--- src/rtl/iram_prog_loader_if.sv ---
// Byte-stream receive and IRAM write-port bundle for iram_prog_loader.
// The master side is the loader: it consumes stream bytes and drives the write port.
interface iram_prog_loader_if;
  logic [7:0]  rx_byte;
  logic        rx_valid;
  logic        rx_ready;
  logic        wr_en;
  logic [15:0] wr_addr;
  logic [15:0] wr_data;

  modport master (
    input  rx_byte, rx_valid,
    output rx_ready, wr_en, wr_addr, wr_data
  );

  modport slave (
    output rx_byte, rx_valid,
    input  rx_ready, wr_en, wr_addr, wr_data
  );
endinterface

--- src/rtl/iram_prog_loader.sv ---
// Streams a big-endian length-prefixed program image into the IRAM while holding the cores halted.
// Define LOADER_CHECKSUM_EN to require a trailing 16-bit sum-of-words checksum before DONE.
module iram_prog_loader #(
  parameter int DEPTH = 1025,
  parameter int BASE  = 0
) (
  input  logic                clk,
  input  logic                rst_n,
  input  logic                start,
  iram_prog_loader_if.master  bus,
  output logic                cores_hold,
  output logic                busy,
  output logic                done,
  output logic                error,
  output logic [15:0]         word_cnt
);

  localparam int unsigned MAX_WORDS = DEPTH - BASE;
  localparam logic [15:0] BASE_ADDR = 16'(BASE);

  typedef enum logic [3:0] {
    IDLE, LEN_HI, LEN_LO, DATA_HI, DATA_LO, WRITE, CSUM_HI, CSUM_LO, DONE, ERR
  } state_t;

  state_t      state;
  logic [15:0] len;
  logic [7:0]  data_hi;
  logic        take;
  logic [15:0] len_rx;
  logic [15:0] cnt_next;
  logic        too_long;

`ifdef LOADER_CHECKSUM_EN
  logic [15:0] csum;
  logic [7:0]  csum_hi;
`endif

  assign take     = bus.rx_valid & bus.rx_ready;
  assign len_rx   = {len[15:8], bus.rx_byte};
  assign cnt_next = word_cnt + 16'd1;
  assign too_long = 32'(len_rx) > MAX_WORDS;

  // rx_ready and the status flags are set on the transition into each state so they stay registered.
  always_ff @(posedge clk) begin
    if (!rst_n) begin
      state       <= IDLE;
      len         <= '0;
      data_hi     <= '0;
      bus.rx_ready <= 1'b0;
      bus.wr_en   <= 1'b0;
      bus.wr_addr <= '0;
      bus.wr_data <= '0;
      cores_hold  <= 1'b0;
      busy        <= 1'b0;
      done        <= 1'b0;
      error       <= 1'b0;
      word_cnt    <= '0;
`ifdef LOADER_CHECKSUM_EN
      csum        <= '0;
      csum_hi     <= '0;
`endif
    end else begin
      bus.wr_en <= 1'b0;
      case (state)
        IDLE, DONE, ERR: begin
          if (start) begin
            state        <= LEN_HI;
            len          <= '0;
            bus.rx_ready <= 1'b1;
            cores_hold   <= 1'b1;
            busy         <= 1'b1;
            done         <= 1'b0;
            error        <= 1'b0;
            word_cnt     <= '0;
`ifdef LOADER_CHECKSUM_EN
            csum         <= '0;
`endif
          end
        end
        LEN_HI: begin
          if (take) begin
            len[15:8] <= bus.rx_byte;
            state     <= LEN_LO;
          end
        end
        LEN_LO: begin
          if (take) begin
            len <= len_rx;
            if (len_rx == 16'd0) begin
`ifdef LOADER_CHECKSUM_EN
              state        <= CSUM_HI;
`else
              state        <= DONE;
              bus.rx_ready <= 1'b0;
              busy         <= 1'b0;
              cores_hold   <= 1'b0;
              done         <= 1'b1;
`endif
            end else if (too_long) begin
              state        <= ERR;
              bus.rx_ready <= 1'b0;
              busy         <= 1'b0;
              error        <= 1'b1;
            end else begin
              state <= DATA_HI;
            end
          end
        end
        DATA_HI: begin
          if (take) begin
            data_hi <= bus.rx_byte;
            state   <= DATA_LO;
          end
        end
        DATA_LO: begin
          if (take) begin
            bus.wr_en    <= 1'b1;
            bus.wr_addr  <= BASE_ADDR + word_cnt;
            bus.wr_data  <= {data_hi, bus.rx_byte};
            bus.rx_ready <= 1'b0;
            state        <= WRITE;
          end
        end
        WRITE: begin
          word_cnt <= cnt_next;
`ifdef LOADER_CHECKSUM_EN
          csum     <= csum + bus.wr_data;
`endif
          if (cnt_next == len) begin
`ifdef LOADER_CHECKSUM_EN
            state        <= CSUM_HI;
            bus.rx_ready <= 1'b1;
`else
            state        <= DONE;
            busy         <= 1'b0;
            cores_hold   <= 1'b0;
            done         <= 1'b1;
`endif
          end else begin
            state        <= DATA_HI;
            bus.rx_ready <= 1'b1;
          end
        end
`ifdef LOADER_CHECKSUM_EN
        CSUM_HI: begin
          if (take) begin
            csum_hi <= bus.rx_byte;
            state   <= CSUM_LO;
          end
        end
        CSUM_LO: begin
          if (take) begin
            bus.rx_ready <= 1'b0;
            busy         <= 1'b0;
            if ({csum_hi, bus.rx_byte} == csum) begin
              state      <= DONE;
              cores_hold <= 1'b0;
              done       <= 1'b1;
            end else begin
              state <= ERR;
              error <= 1'b1;
            end
          end
        end
`endif
        default: begin
          state        <= IDLE;
          bus.rx_ready <= 1'b0;
        end
      endcase
    end
  end

endmodule
--- src/flat_wrapper.sv ---
// flat-port wrapper written by rule: the top's interface ports become plain ports
module iram_prog_loader_flat 
#(
  parameter int DEPTH = 1025,
  parameter int BASE  = 0
)
  (clk, rst_n, start, cores_hold, busy, done, error, word_cnt, bus_rx_byte, bus_rx_valid, bus_rx_ready, bus_wr_en, bus_wr_addr, bus_wr_data);
  iram_prog_loader_if bus_i ();
  input  logic clk;
  input  logic rst_n;
  input  logic start;
  output logic cores_hold;
  output logic busy;
  output logic done;
  output logic error;
  output logic [15:0] word_cnt;
  input wire logic [$bits(bus_i.rx_byte)-1:0] bus_rx_byte;
  input wire logic [$bits(bus_i.rx_valid)-1:0] bus_rx_valid;
  output wire logic [$bits(bus_i.rx_ready)-1:0] bus_rx_ready;
  output wire logic [$bits(bus_i.wr_en)-1:0] bus_wr_en;
  output wire logic [$bits(bus_i.wr_addr)-1:0] bus_wr_addr;
  output wire logic [$bits(bus_i.wr_data)-1:0] bus_wr_data;
  assign bus_i.rx_byte = bus_rx_byte;
  assign bus_i.rx_valid = bus_rx_valid;
  assign bus_rx_ready = bus_i.rx_ready;
  assign bus_wr_en = bus_i.wr_en;
  assign bus_wr_addr = bus_i.wr_addr;
  assign bus_wr_data = bus_i.wr_data;
  iram_prog_loader #(.DEPTH(DEPTH), .BASE(BASE)) u_core (.clk(clk), .rst_n(rst_n), .start(start), .bus(bus_i), .cores_hold(cores_hold), .busy(busy), .done(done), .error(error), .word_cnt(word_cnt));
endmodule
--- config.mk ---
export PLATFORM = sky130hd
export DESIGN_NAME = iram_prog_loader_flat
export DESIGN_NICKNAME = d
export VERILOG_FILES = /design/src/rtl/iram_prog_loader_if.sv /design/src/rtl/iram_prog_loader.sv /design/src/flat_wrapper.sv
export SDC_FILE = /design/constraint.sdc
export NUM_CORES = 1
export LEC_CHECK = 0
export CORE_UTILIZATION = 30
export DETAILED_ROUTE_END_ITERATION = 10
export PLACE_DENSITY_LB_ADDON = 0.25
export SETUP_SLACK_MARGIN = 0.2
export SYNTH_ARGS = -nofsm -noshare
export SYNTH_HDL_FRONTEND = slang
export SYNTH_SLANG_ARGS = --single-unit
export TNS_END_PERCENT = 20
--- constraint.sdc ---
create_clock -name clk -period 3.5 [get_ports clk]
set_clock_uncertainty 0.05 [all_clocks]
set_input_delay 0.525 -clock clk [delete_from_list [all_inputs] [get_ports clk]]
set_output_delay 0.525 -clock clk [all_outputs]
set_load 0.02 [all_outputs]
## After elaboration in Yosys (flattened, before gate mapping)

Cells that the tools add are included.

| cells by class | value |
|---|---|
| add/subtract/negate cells | 1 |
| magnitude comparators | 1 |
| equality and inequality tests | 19 |
| multiplexer cells | 37 |
| bitwise logic cells | 3 |
| reductions and logical operators | 19 |

Operators by type and width:

| cell | number |
|---|---|
| 4-bit two-way mux | 8 |
| 16-bit one-hot mux with 2 select lines | 1 |
| 4-bit one-hot mux with 6 select lines | 1 |
| 8-bit one-hot mux with 3 select lines | 1 |
| 5-bit AND reduction | 4 |
| 1-bit two-way mux | 17 |
| 16-bit by 1-bit adder with 16-bit output, second input constant | 1 |
| 16-bit == test | 1 |
| 16-bit by 11-bit greater-than comparator with 1-bit output, second input constant | 1 |
| 16-bit zero test | 1 |
| 16-bit two-way mux | 1 |
| 8-bit two-way mux | 2 |
| 8-bit one-hot mux with 2 select lines | 1 |
| 2-bit by 1-bit inequality test with 1-bit output, second input constant | 7 |
| 1-bit one-hot mux with 3 select lines | 3 |
| 4-bit by 2-bit == test with 1-bit output, second input constant | 2 |
| 4-bit by 3-bit == test with 1-bit output, second input constant | 2 |
| 4-bit == test, second input constant | 2 |
| 2-bit AND reduction | 4 |
| 2-bit inequality test, second input constant | 3 |
| 6-bit AND reduction | 1 |
| 2-bit nonzero test | 3 |
| 1-bit one-hot mux with 5 select lines | 1 |
| 4-bit by 1-bit == test with 1-bit output, second input constant | 1 |
| other kinds (10) | 11 |

| word-level totals | value |
|---|---|
| bits in registers | 82 |
| output and inout port bits | 54 |
| word-level logic and storage cells | 93 |

## Depth between registers and ports, before layout

Gate-level depths: netlist (run 1).

| depth | value |
|---|---|
| word-level depth | 5 |
| mapped depth | 8 |

## Worst setup path before layout (run 1)

OpenSTA, ideal clock, no wires.

| path | value |
|---|---|
| kind | register to register |
| start | register u_core.word_cnt[0] |
| end | register u_core.done |
| setup time | 0.069 ns |
| data arrival time | 2.285 ns |
| data required time | 3.381 ns |
| setup slack | 1.097 ns |
| stages on the path, launching flop included | 8 |
| buffers on the path | 0 |
| cell sequence | dfxtp_1 ha_1 nand3_2 nor4_4 and3_1 o2111ai_1 or4_1 o21ai_1 |

| between the ends | value |
|---|---|
| word-level cells in the longest chain between the ends | 4 |

RTL lines:

| what | line | RTL |
|---|---|---|
| start: declaration | iram_prog_loader.sv:15 | `output logic [15:0] word_cnt` |
| start signal: assignment | iram_prog_loader.sv:125 | `word_cnt <= cnt_next;` |
| 16-bit by 1-bit adder with 16-bit output | iram_prog_loader.sv:40 | `assign cnt_next = word_cnt + 16'd1;` |
| 16-bit == test | iram_prog_loader.sv:129 | `if (cnt_next == len) begin` |
| 2-bit by 1-bit inequality test with 1-bit output (no source line) | - |  |
| 5-bit AND reduction (no source line) | - |  |
| end signal: assignment | iram_prog_loader.sv:55 | `done <= 1'b0;` |
| end signal: assignment | iram_prog_loader.sv:72 | `done <= 1'b0;` |
| end signal: assignment | iram_prog_loader.sv:137 | `done <= 1'b1;` |
| end: declaration | iram_prog_loader.sv:13 | `output logic done,` |

Every way passes these cells.
A chain may end at the register's enable or synchronous reset.

## Final worst setup path (run 1)

| path | value |
|---|---|
| start | register u_core.word_cnt[0] |
| end | register u_core.state[0] |

| between the ends | value |
|---|---|
| word-level cells in the longest chain between the ends | 4 |

RTL lines:

| what | line | RTL |
|---|---|---|
| 16-bit by 1-bit adder with 16-bit output | iram_prog_loader.sv:40 |  |
| 16-bit == test | iram_prog_loader.sv:129 |  |
| 4-bit two-way mux | iram_prog_loader.sv:129 |  |
| 4-bit one-hot mux with 6 select lines | iram_prog_loader.sv:64 | `case (state)` |
| end signal: assignment | iram_prog_loader.sv:46 | `state <= IDLE;` |
| end signal: assignment | iram_prog_loader.sv:67 | `state <= LEN_HI;` |
| end signal: assignment | iram_prog_loader.sv:134 | `state <= DONE;` |
| end: declaration | iram_prog_loader.sv:25 | `state_t state;` |

Every way passes these cells.

==> results of run 1 <==
cell usage in the layout (no fill, tap or decap), types with 3 or more instances in the layout:
master           netlist  routed
nand2_1               94      94
dfxtp_1               82      82
clkdlybuf4s50_1        0      64
nor2_1                36      36
a21boi_0              36      36
nor2b_1               29      29
mux2i_1               17      17
a21oi_1               16      16
o21ai_0               15      15
nand3_1               13      13
nor3_1                13      13
a22oi_1               10      10
xor2_1                10      10
clkbuf_16              0       9
xnor2_1                7       7
a31oi_1                7       7
and3_1                 6       6
nand2b_1               5       5
nand4_1                5       5
and2_1                 5       5
buf_4                  3       5
nor3b_1                4       4
nor4_1                 4       4
o21a_1                 3       3
routing by layer:
metal	GRT usage [%]	part of all wire, %	up-vias	wire (um)
met5	0	0	-	0
met4	4.92	1.3	0	147
met2	26.2	46	106	5170
met3	5.51	6.9	15	778
met1	21.5	46	1712	5260
li1	-	-	1835	-
worst reg2reg max path: stages (launching register included):
cell,delay (ns)
dfxtp_1,0.52
ha_1,0.33
and3_1,0.29
nand2_1,0.11
o311ai_1,0.45
nor2_2,0.10
o41ai_2,0.56
a31oi_1,0.15
power by group through the flow:
stage | Sequential (uW) | Combinational [uW] | Clock, uW
finish | 1060 | 514 | 1040
global route | 1060 | 568 | 1110
CTS | 1050 | 515 | 1070
detailed placement | 1080 | 512 | 0
global placement | 1070 | 505 | 0
floorplan | 1050 | 392 | 0
synthesized netlist by cell type (3+ instances only):
cell	count	area share [%]
o21a_1	3	0.54
mux2i_1	17	4.1
nor2b_1	29	4.3
a21boi_0	36	6.5
buf_4	3	0.54
dfxtp_1	82	39
nor3b_1	4	0.72
clkbuf_1	26	2.3
a22oi_1	10	1.8
xnor2_1	7	1.5
nand3_1	13	1.6
and3_1	6	0.90
nand2_1	94	8.4
nand4_1	5	0.75
nor2_1	36	3.2
o21ai_0	15	1.8
and2_1	5	0.75
a21oi_1	16	1.9
buf_2	7	0.84
nand2b_1	5	0.75
a31oi_1	7	1.0
xor2_1	10	2.1
nor4_1	4	0.60
nor3_1	13	1.6
per-stage QoR:
stage / instance area, sq um / power (uW)
CTS: 5260 / 2640
detailed placement: 4930 / 1590
global route: 5260 / 2740
global placement: 4930 / 1580
floorplan: 4180 / 1440
finish: 5260 / 2610
cell type report:
type	count	area, sq um
well taps	176	220
fillers	1371	8150
clock buffers	11	243
flip-flops and latches	82	1640
clock inverters	5	85.1
multi-input cells	380	2360
repair buffers	71	703
inverters	1	3.75
cell families after synthesis:
group,count (synthesis),synth area share [%]
and+or+nand+nor,234,28.8
AOI/OAI and AO/OA,109,18.8
DFF,82,39.3
buffers and inverters,39,4.34
xor gates and xnor gates,18,4.13
muxes,18,4.43
adders and majority gates,1,0.299
state kept, by name (all words and copies together), names as in the netlist:
signal               flops
u_core.bus.rx_ready      1
u_core.bus.wr_addr      16
u_core.bus.wr_data      16
u_core.bus.wr_en         1
u_core.busy              1
u_core.cores_hold        1
u_core.data_hi           8
u_core.done              1
u_core.error             1
u_core.len              16
u_core.state             4
u_core.word_cnt         16
how the worst max path moves through the flow:
stage / startpoint / endpoint / slack [ns] / cells past startpoint
after floorplan: u_core.word_cnt[0]$_SDFFE_PN0P_ / u_core.done$_SDFFE_PN0P_ / 1.10 / 7
after global placement: bus_rx_byte[1] / u_core.done$_SDFFE_PN0P_ / 0.73 / 7
after detailed placement: bus_rx_byte[1] / u_core.done$_SDFFE_PN0P_ / 0.65 / 7
after CTS: u_core.word_cnt[0]$_SDFFE_PN0P_ / u_core.cores_hold$_SDFFE_PN0P_ / 0.78 / 7
after global routing: u_core.word_cnt[0]$_SDFFE_PN0P_ / u_core.state[0]$_SDFFE_PN0P_ / 0.55 / 7
final: u_core.word_cnt[0]$_SDFFE_PN0P_ / u_core.state[0]$_SDFFE_PN0P_ / 0.80 / 7
==> results_dict.tcl, run 1 <==
set metrics [dict create \
    min_to "u_core.bus.wr_addr[4]$_SDFFE_PN0P_" \
    synth_nets 514 \
    layout_min_cycle_time_ns 2.70 \
    crit_type "reg -> reg" \
    p_switching_uw 769 \
    via_count 3668 \
    dpl.cell_count 710 \
    p_clk_share_pct 39.7 \
    grt_pass1_vias 3549 \
    cp.buffers_inverters 0 \
    irDropWorstVdd_mv 0.243 \
    die-area_sq_um 14400 \
    relSlewSlack_pct 43.1 \
    r2r_slack_ns 0.80 \
    drive_gt1_share_pct 6.91 \
    drt_iter0_drc 238 \
    core_sq_um 13400 \
    cts-root-buf "clkbuf_16" \
    die_w_um 120 \
    dp_hpwl_mm 7.93 \
    power.density_nw_per_um2 496 \
    gp_congestion 0.846 \
    slew_violations 0 \
    synth_warnings 0 \
    fin_tns_setup_ns 0 \
    dr.pass1.iters 5 \
    grt_util_all_layers_pct 16.6 \
    viasPerCell 5.05 \
    synth_edf_count 0 \
    async_reset_ff_share_pct 0 \
    io_pins 66 \
    nets 558 \
    htree_num_levels 3 \
    start_util_pct 31.2 \
    setup_violations 0 \
    worstHoldPathType "reg -> reg" \
    grt_pass1_wl_mm 18.5 \
    diodes 0 \
    syn_inst 501 \
    crit_path_max_incr_delay_ns 0.56 \
    hold_violations 0 \
    antenna_found_initial 0 \
    whs_path_depth 2 \
    crit_chain "ha_1, and3_1, nand2_1, o311ai_1, nor2_2, o41ai_2, a31oi_1" \
    grt_max_degree 39 \
    ys.flop_type "dfxtp_1" \
    cts_tree "built" \
    finalWorstSetupSlack_ns 0.803 \
    rsz0062_at_grt "no" \
    stdcell_count 726 \
    cts_sinks 82 \
    routedWlPerCell_um 15.6 \
    power_frac_comb_pct 19.7 \
    cts_max_path_buffers 2 \
    ff2ff_path_depth 7 \
    p_int_uw 1840 \
    fmax_mhz 371 \
    drtAntennaViolNets 0 \
    drcViolationCount 0 \
    overflow 0 \
    r2r_end "u_core.state[0]$_SDFFE_PN0P_" \
    r2r-start "u_core.word_cnt[0]$_SDFFE_PN0P_" \
    crit_path_end_kind "flop" \
    crit_slowest_cell "o41ai_2" \
    tightest_slew_ns 0.848 \
    whs_ns 0.409 \
    areaGrowthSynthToFinish_pct 25.7 \
    p_sw_share_pct 29.5 \
    leakagePower_uw 0.00182 \
    seqPwrFrac_pct 40.5 \
    yosysUniqueCellTypes 65 \
    post-route-period-util_pct 77.1 \
    status "finished, final reports clean" \
    cts_buffers 9 \
    ys_seq_area_share_pct 39.3 \
    port_buffers 65 \
    startpoint_type "flop" \
    die_h_um 120 \
    ctsResizeCount 0 \
    syn_area_sq_um 4180 \
    drt-total-wl_mm 11.4 \
    cpLargestDelayFamily "compound AO/OA/AOI/OAI gates" \
    crit_fanout 9 \
    post-route-util_pct 39.2 \
    cap_violations 0 \
    ys_ff_latch 82 \
    hold_start "u_core.bus.wr_addr[4]$_SDFFE_PN0P_" \
    cts_hold_buf 0 \
    cp.required_ns 3.66 \
    path_clk_slew_ns 0.07 \
    arrival_ns 2.85 \
    postCtsSetupBuffers 0 \
    rows 42 \
    avgSynthCellArea_sq_um 8.35 \
    pre_cts_slack_ns 0.646 \
    clkLatencyLatePin_ns 0.35 \
]
No activity file was read; power rests on OpenSTA's default activity.
==> run 2: changes to the inputs <==
==> constraint.sdc (replaced) <==
create_clock -name clk -period 2.8 [get_ports clk]
set_clock_uncertainty 0.05 [all_clocks]
set_input_delay 0.42 -clock clk [delete_from_list [all_inputs] [get_ports clk]]
set_output_delay 0.42 -clock clk [all_outputs]
set_load 0.02 [all_outputs]
==> run 2 against run 1 <==
  * Non-clock buffer count rose by 15
  * Sequential power rose by 25%
  * Combinational power rose by 26%
  * Fmax rose by 14%
  * Critical path type unchanged
  * Critical endpoint unchanged
==> results_dict.tcl, run 2 (synthesis results as in run 1) <==
set metrics [dict create \
    status "finished, final reports clean" \
    cts_buffers 9 \
    cpLargestDelayFamily "simple AND/OR/NAND/NOR gates" \
    crit_chain "nand3_2, nor4_4, and3_1, o2111ai_1, o41ai_2, buf_4, a31oi_1" \
    power.density_nw_per_um2 599 \
    cts-root-buf "clkbuf_16" \
    dp_hpwl_mm 8.12 \
    die_w_um 120 \
    path_clk_slew_ns 0.06 \
    die-area_sq_um 14400 \
    cts_sinks 82 \
    overflow 0 \
    routedWlPerCell_um 15.6 \
    viasPerCell 5.04 \
    htree_num_levels 3 \
    core_sq_um 13400 \
    diodes 0 \
    cts_hold_buf 0 \
    drtAntennaViolNets 0 \
    dr.pass1.iters 5 \
    layout_min_cycle_time_ns 2.36 \
    grt_pass1_vias 3642 \
    slew_violations 0 \
    irDropWorstVdd_mv 0.316 \
    via_count 3731 \
    setup_violations 0 \
    rows 42 \
    cp.required_ns 2.96 \
    post-route-util_pct 39.9 \
    cts_tree "built" \
    areaGrowthSynthToFinish_pct 27.7 \
    leakagePower_uw 0.00189 \
    worstHoldPathType "reg -> reg" \
    crit_type "reg -> reg" \
    port_buffers 65 \
    grt_util_all_layers_pct 17.1 \
    crit_slowest_cell "dfxtp_1" \
    cp.buffers_inverters 1 \
    layout_common_cells "nand2_1 (94), dfxtp_1 (81), clkdlybuf4s50_1 (64)" \
    crit_fanout 11 \
    startpoint_type "flop" \
    crit_path_max_incr_delay_ns 0.55 \
    die_h_um 120 \
    drt-total-wl_mm 11.6 \
    cap_violations 0 \
    drive_gt1_share_pct 9.73 \
    drt_iter0_drc 196 \
    drcViolationCount 0 \
    dpl.cell_count 724 \
    nets 573 \
    io_pins 66 \
    relSlewSlack_pct 63.8 \
    whs_ns 0.409 \
    start_util_pct 31.2 \
    hold_violations 0 \
    grt_pass1_wl_mm 19.2 \
    hold_start "u_core.bus.wr_addr[6]$_SDFFE_PN0P_" \
    grt_max_degree 40 \
    antenna_found_initial 0 \
    post-route-period-util_pct 84.3 \
    arrival_ns 2.52 \
    crit_path_end_kind "flop" \
    r2r_slack_ns 0.44 \
    final_common_cell "nand2_1" \
    rsz0062_at_grt "no" \
    clkLatencyLatePin_ns 0.35 \
    gp_congestion 0.803 \
    cts_max_path_buffers 2 \
    r2r-start "u_core.word_cnt[2]$_SDFFE_PN0P_" \
    fin_tns_setup_ns 0 \
    cp-startpoint "u_core.word_cnt[2]$_SDFFE_PN0P_" \
    tightest_slew_ns 0.542 \
    fmax_mhz 424 \
    stdcell_count 741 \
]
run 2: worst paths after layout:
check | end | depth (start not counted)
setup / recovery | u_core.state[0]$_SDFFE_PN0P_ | 7
hold / removal | u_core.bus.wr_addr[6]$_SDFFE_PN0P_ | 2
setup reg to reg | u_core.state[0]$_SDFFE_PN0P_ | 7
hold reg to reg | u_core.bus.wr_addr[6]$_SDFFE_PN0P_ | 2
run 2: report_power, final:
part           switching [uW]  leakage, uW  total (uW)  internal, uW
logic                     381      0.00108         648           267
clock network             502     0.000146        1220           720
registers                 102     0.000663        1330          1230
total                     985      0.00189        3200          2210
run 2: layout make-up:
cell class	count	area, sq um
clock buffer	11	243
clock inverter	5	63.8
fill	1336	8060
inverter	1	3.75
multi-input combinational	380	2360
sequential	82	1640
tap	176	220
timing repair buffer	86	803
run 2: worst register-to-register path, cell delays in order (launching register included):
cell       delay [ns]
dfxtp_1          0.55
nand3_2          0.26
nor4_4           0.39
and3_1           0.22
o2111ai_1        0.17
o41ai_2          0.34
buf_4            0.18
a31oi_1          0.08
run 2: per-layer routing:
layer	wire length [um]	global-route usage, %	vias to the layer above
met4	163	6.41	0
met1	5500	22.1	1775
li1	-	-	1864
met3	544	4.71	15
met5	0	0	-
met2	5370	26.9	77
run 2: per-stage QoR:
step	instance area, sq um	setup WS (ns)	power [uW]
6_report	5340	0.440	3200
5_1_grt	5340	0.256	3360
4_1_cts	5330	0.361	3230
3_5_place_dp	5020	0.342	2000
3_3_place_gp	5020	0.371	1990
2_1_floorplan	4180	0.397	1800
run 2: what timing repair did:
item                                    CTS  global route
setup buffers                             0             1
resized for setup                         0             2
endpoints found under the setup margin    0             6
==> run 3: changes to the inputs <==
==> constraint.sdc (replaced) <==
create_clock -name clk -period 2.1 [get_ports clk]
set_clock_uncertainty 0.05 [all_clocks]
set_input_delay 0.315 -clock clk [delete_from_list [all_inputs] [get_ports clk]]
set_output_delay 0.315 -clock clk [all_outputs]
set_load 0.02 [all_outputs]
==> run 3 against run 2 <==
  * Die area is the same
  * Critical path depth grew 2
  * Sequential cell count is the same
  * Wire length grew 5.3%
  * Via count grew 4.8%
==> results_dict.tcl, run 3 (synthesis results as in run 1) <==
set metrics [dict create \
    htree_num_levels 3 \
    startpoint_type "flop" \
    post-route-period-util_pct 97.1 \
    hold_violations 0 \
    die_h_um 120 \
    fmax_mhz 491 \
    final_area_sq_um 5900 \
    die-area_sq_um 14400 \
    leakagePower_uw 0.00220 \
    io_pins 66 \
    via_count 3910 \
    cts_max_path_buffers 2 \
    irDropWorstVdd_mv 0.406 \
    dr.pass1.iters 4 \
    grt_max_degree 50 \
    layout_common_cells "nand2_1 (92), dfxtp_1 (69), buf_4 (65)" \
    setup_violations 0 \
    grt_util_all_layers_pct 17.5 \
    viasPerCell 4.96 \
    nFillCells 1358 \
    gp_congestion 0.870 \
    layout_min_cycle_time_ns 2.04 \
    rsz0062_at_grt "yes" \
    clkLatencyLatePin_ns 0.34 \
    post-route-util_pct 44.0 \
    cts_tree "built" \
    grt_pass1_wl_mm 19.6 \
    cts-root-buf "clkbuf_16" \
    die_w_um 120 \
    cts_sinks 82 \
    core_sq_um 13400 \
    dp_hpwl_mm 8.71 \
    drtAntennaViolNets 0 \
    drt-total-wl_mm 12.2 \
    status "finished, final reports clean" \
    cts_buffers 9 \
    whs_ns 0.345 \
    path_clk_slew_ns 0.06 \
    drcViolationCount 0 \
    placement.cell_area_sq_um 5480 \
    fin_tns_setup_ns 0 \
    crit_fanout 5 \
    slew_violations 0 \
    relSlewSlack_pct 70.9 \
    tightest_slew_ns 0.436 \
    cts_hold_buf 0 \
    drive_gt1_share_pct 22.0 \
    overflow 0 \
    stdcell_count 789 \
    diodes 0 \
    arrival_ns 2.22 \
    worstHoldPathType "in -> reg" \
    routedWlPerCell_um 15.4 \
    start_util_pct 31.2 \
    crit_path_end_kind "flop" \
    dpl.cell_count 769 \
    cp.required_ns 2.28 \
    port_buffers 65 \
    cap_violations 0 \
    power.density_nw_per_um2 735 \
    crit_type "reg -> reg" \
    drt_iter0_drc 194 \
    areaGrowthSynthToFinish_pct 41.1 \
    antenna_found_initial 0 \
    final_common_cell "nand2_1" \
    nets 622 \
    rows 42 \
    grt_pass1_vias 3698 \
]
## run 3: final cells by class
cell class / count / area, sq um / area share (%)
Multi-Input combinational cell: 380 / 2510 / 42.5
Sequential cell: 82 / 1680 / 28.4
Timing Repair Buffer: 135 / 1220 / 20.6
Clock buffer: 11 / 253 / 4.28
Tap cell: 176 / 220 / 3.73
Clock inverter: 4 / 25.0 / 0.424
Inverter: 1 / 3.75 / 0.0636
## run 3: metrics by stage
stage | setup WS [ns] | total power (uW)
4_1_cts | 0.0424 | 4350
3_3_place_gp | -0.0926 | 2820
6_report | 0.0615 | 4340
2_1_floorplan | 0.132 | 2400
5_1_grt | -0.00440 | 4540
3_5_place_dp | -0.134 | 2820
## run 3: worst paths after layout
path,from,to,cells past startpoint,slack [ns]
worst max-delay path,u_core.word_cnt[0]$_SDFFE_PN0P_,u_core.state[3]$_SDFFE_PN0P_,9,0.06
worst min-delay path,rst_n,u_core.state[1]$_SDFFE_PN0P_,4,0.34
worst max register to register,u_core.word_cnt[0]$_SDFFE_PN0P_,u_core.state[3]$_SDFFE_PN0P_,9,0.06
worst min register to register,u_core.bus.wr_addr[0]$_SDFFE_PN0P_,u_core.bus.wr_addr[0]$_SDFFE_PN0P_,2,0.41
## run 3: power breakdown
group | switching [uW] | total [uW] | internal [uW]
clock | 661 | 1520 | 859
sequential | 101 | 1730 | 1630
combinational | 597 | 1090 | 493
total | 1360 | 4340 | 2980
## run 3: metal layers
metal	global-route usage (%)	vias to the layer above	wire (um)
met4	7.34	0	189
li1	-	1968	-
met5	0	-	0
met3	3.61	13	443
met1	23.1	1841	6000
met2	27.7	88	5540
## run 3: worst max-delay path: stages, from the launching register on
cell and delay (ns):
dfxtp_4 0.37, ha_4 0.18, buf_6 0.12, nor3b_2 0.15
o21a_1 0.19, o31a_1 0.31, o2111ai_2 0.13, nor4_2 0.09
buf_4 0.14, o211a_1 0.20
## run 3: timing repair
item / CTS / global route
buffers inserted: 3 / 2
gates resized for setup: 13 / 12
pin swaps: 13 / 10
endpoints found under the setup margin: 10 / 23
